--- src/rtl/display_mux_driver.sv ---
// ============================================================================
// display_mux_driver
//
// Purpose:
//    Sits downstream of the frequency counter. Captures a tens/units BCD
//    result on a one-cycle load strobe, holds it in a pending buffer, and
//    promotes it to the active buffer only at a digit-slot boundary. One
//    7-segment bus is time-multiplexed across two digits. The digit select
//    toggles every REFRESH_DIV clocks. A half-updated display is therefore
//    never visible.
//
// Parameters:
//    REFRESH_DIV  clocks per digit slot (>= 2)
//    BLANK_LZ     1: blank the tens digit while the active tens value is 0
//
// Ports:
//    clk         in   1  system clock
//    reset       in   1  asynchronous, active-high reset
//    load        in   1  one-cycle strobe; capture ten_count/unit_count
//    ten_count   in   4  tens value (0-9 valid, 10-15 shown as a dash)
//    unit_count  in   4  units value (0-9 valid, 10-15 shown as a dash)
//    segments    out  7  active-high segments, bit0=a .. bit6=g, registered
//    digit       out  1  0 = units digit lit, 1 = tens digit lit, registered
// ============================================================================
module display_mux_driver #(
    parameter int REFRESH_DIV = 256,
    parameter bit BLANK_LZ    = 1'b1
) (
    input  logic       clk,
    input  logic       reset,
    input  logic       load,
    input  logic [3:0] ten_count,
    input  logic [3:0] unit_count,
    output logic [6:0] segments,
    output logic       digit
);

    localparam int              CNT_W = (REFRESH_DIV > 2) ? $clog2(REFRESH_DIV) : 1;
    localparam logic [CNT_W-1:0] LAST  = CNT_W'(REFRESH_DIV - 1);

    logic [3:0]       r_pendT;
    logic [3:0]       r_pendU;
    logic             r_pendV;
    logic [3:0]       r_actT;
    logic [3:0]       r_actU;
    logic [CNT_W-1:0] r_refCnt;

    logic             w_boundary;
    logic [3:0]       w_actTNext;
    logic [3:0]       w_actUNext;
    logic             w_digitNext;
    logic [3:0]       w_shown;
    logic [6:0]       w_segNext;

    // BCD to active-high 7-segment pattern; anything above 9 shows a dash.
    function automatic logic [6:0] decode(input logic [3:0] value);
        logic [6:0] pattern;
        case (value)
            4'd0:    pattern = 7'h3F;
            4'd1:    pattern = 7'h06;
            4'd2:    pattern = 7'h5B;
            4'd3:    pattern = 7'h4F;
            4'd4:    pattern = 7'h66;
            4'd5:    pattern = 7'h6D;
            4'd6:    pattern = 7'h7D;
            4'd7:    pattern = 7'h07;
            4'd8:    pattern = 7'h7F;
            4'd9:    pattern = 7'h6F;
            default: pattern = 7'h40;
        endcase
        return pattern;
    endfunction

    // Next-state of the active buffer and digit select. A load that lands on
    // the boundary cycle bypasses the pending buffer so it is not delayed a
    // whole slot. The segment pattern is then decoded from these next-state
    // values, which keeps digit and segments changing on the same edge.
    always_comb begin
        w_boundary  = (r_refCnt == LAST);
        w_actTNext  = r_actT;
        w_actUNext  = r_actU;
        w_digitNext = digit;
        if (w_boundary) begin
            w_digitNext = ~digit;
            if (load) begin
                w_actTNext = ten_count;
                w_actUNext = unit_count;
            end else if (r_pendV) begin
                w_actTNext = r_pendT;
                w_actUNext = r_pendU;
            end
        end

        w_shown = w_digitNext ? w_actTNext : w_actUNext;
        if (BLANK_LZ && w_digitNext && (w_actTNext == 4'd0)) begin
            w_segNext = 7'h00;
        end else begin
            w_segNext = decode(w_shown);
        end
    end

    // Pending capture, refresh counter and the registered display outputs.
    // The pending valid flag is cleared on every boundary because whatever
    // was pending (or loaded this cycle) has just been promoted.
    always_ff @(posedge clk or posedge reset) begin
        if (reset) begin
            r_pendT  <= 4'd0;
            r_pendU  <= 4'd0;
            r_pendV  <= 1'b0;
            r_actT   <= 4'd0;
            r_actU   <= 4'd0;
            r_refCnt <= '0;
            segments <= 7'h00;
            digit    <= 1'b0;
        end else begin
            if (load) begin
                r_pendT <= ten_count;
                r_pendU <= unit_count;
            end
            if (w_boundary) begin
                r_pendV  <= 1'b0;
                r_refCnt <= '0;
            end else begin
                if (load) begin
                    r_pendV <= 1'b1;
                end
                r_refCnt <= r_refCnt + CNT_W'(1);
            end
            r_actT   <= w_actTNext;
            r_actU   <= w_actUNext;
            digit    <= w_digitNext;
            segments <= w_segNext;
        end
    end

endmodule

--- config.mk ---
export PLATFORM = sky130hd
export DESIGN_NAME = display_mux_driver
export DESIGN_NICKNAME = d
export VERILOG_FILES = /design/src/rtl/display_mux_driver.sv
export SDC_FILE = /design/constraint.sdc
export NUM_CORES = 1
export LEC_CHECK = 0
export CORE_MARGIN = 2
export CORE_UTILIZATION = 50
export DETAILED_ROUTE_END_ITERATION = 6
export GPL_ROUTABILITY_DRIVEN = 0
export HOLD_SLACK_MARGIN = 0.03
export MAX_ROUTING_LAYER = met4
export PLACE_DENSITY = 0.72
export SYNTH_ARGS = -nofsm -noshare
export SYNTH_HDL_FRONTEND = slang
export SYNTH_SLANG_ARGS = --single-unit
--- constraint.sdc ---
create_clock -name clk -period 3.3 [get_ports clk]
set_clock_uncertainty 0.15 [all_clocks]
set_input_delay 0.66 -clock clk [delete_from_list [all_inputs] [get_ports clk]]
set_output_delay 0.66 -clock clk [all_outputs]
set_load 0.02 [all_outputs]
* Yosys cells after proc, flatten, opt, wreduce, memory -nomap -nowiden
Memories as Yosys holds them, arrays and structs flattened.
Index checks and enable logic that the tools add are counted.
** Word-level totals
- Bits in latches :: 0
- Word-level logic and storage cells :: 27
- Memory bits (read-only) :: 112
- Output and inout bits :: 8
- RAM bits :: 0
- Memories kept :: 1
- Bits in registers :: 33
** Memories
- (name not given) :: depth 16, width 7, read ports 1, clocked after Yosys merged registers in 0, write ports 0, line 58 : case (value)
** Operators by class
- Muxes and demuxes :: 12
- Magnitude comparators :: 0
- Equal/unequal tests :: 1
- $add $sub $neg :: 1
- Divide/modulo/power cells :: 0
- Shift operators :: 0
- Bitwise gates (word level) :: 1
- Reductions and logical operators :: 3
- Multiply operators :: 0
** Operators with widths (count)
- 2-to-1 mux 4 bit :: 7
- adder 8 x 1 -> 8 bit, second input constant :: 1
- == test 8 bit, second input constant :: 1
- 2-to-1 mux 8 bit :: 1
- 2-to-1 mux 7 bit :: 1
- zero test 4 bit :: 1
- 2-to-1 mux 1 bit :: 3
- nonzero test 2 bit :: 1
- logical AND 1 bit :: 1
- inverter 1 bit :: 1

* Longest topological paths before layout
- Word-level depth :: 6
- Mapped depth :: 12

* Worst setup path before layout
Ideal clock, no wire load.
- Path kind :: input -> register
- Start :: input port load
- End :: register segments[0]
- Arrival time :: 2.516 ns
- Stages :: 9
- Data required time :: 3.070 ns
- Library setup time :: 0.080 ns
- Path slack :: 0.554 ns
- Cells stage by stage :: buf_2 -> mux2_2 -> o32a_1 -> mux2i_1 -> inv_1 -> ha_1 -> a211o_1 -> o2111a_1 -> nor3_2
** Between the ends
- Word-level cells in the longest chain between the ends :: 5
** RTL lines
- from (decl) :: line 31 : input logic load,
- 2-to-1 mux 4 bit :: line 85 : if (load) begin
- 2-to-1 mux 4 bit :: line 83 : if (w_boundary) begin
- 2-to-1 mux 4 bit or zero test 4 bit (tied branches) :: line 94, 95
- memory (16 x 7 bit) or logical AND 1 bit (tied branches)
- 2-to-1 mux 7 bit (*) :: line 95 : if (BLANK_LZ && w_digitNext && (w_actTNext == 4'd0)) begin
- via w_segNext[0] :: line 53 : logic [6:0] w_segNext;
- to (signal assigned) :: line 132 : segments <= w_segNext;
- to (decl) :: line 34 : output logic [6:0] segments,
The timed path passes the listed nets; every way through them passes the cells marked *.
A chain may end at the register's enable or synchronous reset.

* Worst setup path after layout
Same ends and word-level chain as after synthesis.

==> results.toml <==
[job]
cap_violations = 0

[synthesis]
syn_nets = 192
syn_area_um2 = 1810
ys_seq_area_share_pct = 45.7
yosys_warnings = 0
ys_async_sr_fraction_pct = 100
ys.flop_type = "dfrtp_1"
ys_types = 48
synth_edf_count = 0
synth_cells = 176
yosys_register_bits = 33
syn_area_per_cell_um2 = 10.3

[power]
peakVddDrop_v = 0.000203
p_leak_nw = 0.914
power_density_nw_per_um2 = 371

[placement]
place_inst = 242
dpl-instance-area_um2 = 2070
post-dp-hpwl_um = 2920
io_buffers = 18

[detailed_routing]
routed_wl_um = 3880
drtIter0Drc = 70
drc = 0
dr_total_vias = 1431
drtAntennaViolNets = 0
drt-pass1-iter-count = 4
wl_per_cell_um = 15.5
viasPerCell = 5.72

[sta]
period_share_pct = 85.0
fmax_mhz = 357
min_period_ns = 2.80
tns_ns = 0
hold_viol_final = 0
rsz0062_at_grt = "no"
slew_headroom_pct = 60.3
tightest_slew_ns = 0.593
setup_violations = 0
finalHoldWorstSlack_ns = 0.378
finalMaxSlewViolations = 0

[clock_network]
cts-buffers-inserted = 5
insertion_delay_ns = 0.34
cts-resized-gates = 0
cts_setup_buffers = 0
cts_root_buf = "clkbuf_4"
clk_pin_slew_ns = 0.10
cts_htree_levels = 2
cts_hold_buf = 0
cts_buffer_depth = 2
cts.sinks = 33
cts_tree = "built"

[layout]
antennaDiodeCount = 0
drive_above_1_share_pct = 16.2
nets = 219
area_growth_pct = 17.6
finalNonFillerCells = 250
fillers = 288
final_cell_mix = "dfrtp_1, nand2_1, clkdlybuf4s50_1, nor2_1, a21oi_1"
fin_area_um2 = 2120
layout_commonest_cell = "dfrtp_1"

[floorplanning]
die-area_um2 = 4110
core_region_area_um2 = 3390
die_w_um = 64.1
fp.dieH_um = 64.1
start_util_pct = 53.3
rows = 21
io_pins = 19

[setup_path]
cp-start-kind = "input pin"
required_ns = 3.42
critical_path_class = "input pin to flip-flop"
arrival_ns = 2.93
cp_max_fo = 6
end_kind = "flip-flop"
ff2ff_setup_slack_ns = 0.51

[global_routing]
grt_first_pass_wirelength_um = 6890
grt_start_max_net_pins = 34
grt_usage_pct = 22.3
grt-ovfl-total = 0
grt_pass1_vias = 1498
grt_antenna_before_repair = 0

[run_status]
outcome = "complete, no violations"

[min_path]
hold_path_class = "flip-flop to flip-flop"
-- critical path, cell delays in order --
cell and delay, ns:
clkdlybuf4s50_1 0.46, buf_4 0.18, nand2b_1 0.22, o22ai_1 0.22, a21oi_1 0.11, mux2i_1 0.20
inv_1 0.09, ha_1 0.20, a211o_1 0.29, o2111a_1 0.15, nor3_2 0.15
-- sequential cells by signal (all words and copies together), names as in the netlist --
name / cells
r_refCnt: 8
digit: 1
r_actU: 4
r_pendU: 4
r_pendT: 4
r_pendV: 1
r_actT: 4
segments: 7
-- power breakdown --
group          internal, mW  leakage, nW  switching (mW)  total [mW]
combinational        0.0636        0.486          0.0669       0.131
clock                0.0810       0.0320           0.138       0.219
sequential            0.428        0.395          0.0100       0.438
total                 0.573        0.914           0.215       0.787
-- cell families (layout without fill, tap and decap cells) --
group           Yosys count  count (layout)  share of synthesized area, %
fa+ha+maj                 5               5                          3.47
compound gates           42              42                          15.7
flops                    33              33                          45.7
buf+inv                  17              45                          4.23
simple gates             58              58                          18.0
xor+xnor                  4               4                          1.94
mux                      17              17                          10.9
-- metrics by stage --
step	utilization, %	power [mW]	worst slack [ns]
global route	62.6	0.822	0.283
CTS	62.6	0.795	0.481
finish	62.6	0.787	0.495
global placement	61.1	0.572	0.234
detailed placement	61.1	0.577	0.144
floorplan	-	0.524	0.554
-- final timing paths --
check / start / end / depth (start not counted)
min: r_pendU[0] / r_pendU[0] / 1
max: load / segments[0] / 11
min reg2reg: r_pendU[0] / r_pendU[0] / 1
max reg2reg: r_refCnt[0] / segments[0] / 10
min in group asynchronous: reset / segments[4] / 3
max in group asynchronous: reset / r_pendT[0] / 3
-- synthesized netlist by cell type (4+ instances only) --
master / number / area [um^2]
dfrtp_1: 33 / 826
nand2_1: 18 / 67.6
nor2_1: 13 / 48.8
a21oi_1: 12 / 60.1
inv_1: 10 / 37.5
mux2_2: 9 / 101
nand3_1: 7 / 35.0
o21ai_0: 6 / 30.0
ha_1: 5 / 62.6
mux2i_1: 5 / 50.1
buf_2: 4 / 20.0
-- layer usage --
layer | vias up | GRT usage, % | routed length, um
li1 | 685 | - | -
met1 | 693 | 25.3 | 1590
met2 | 42 | 37.1 | 1970
met3 | 11 | 5.81 | 215
met4 | 0 | 9.84 | 109
met5 | - | - | 0
-- area by class of cell --
cell class                 count  area (um^2)  share of cell area, %
clock buffer                   6         41.3                   1.94
inverter                      10         37.5                   1.77
tap                           46         57.6                   2.71
clock inverter                 2         10.0                  0.471
multi-input combinational    126          903                   42.5
timing repair buffer          27          248                   11.7
sequential                    33          826                   38.9
(Power assumes the default switching activity.)
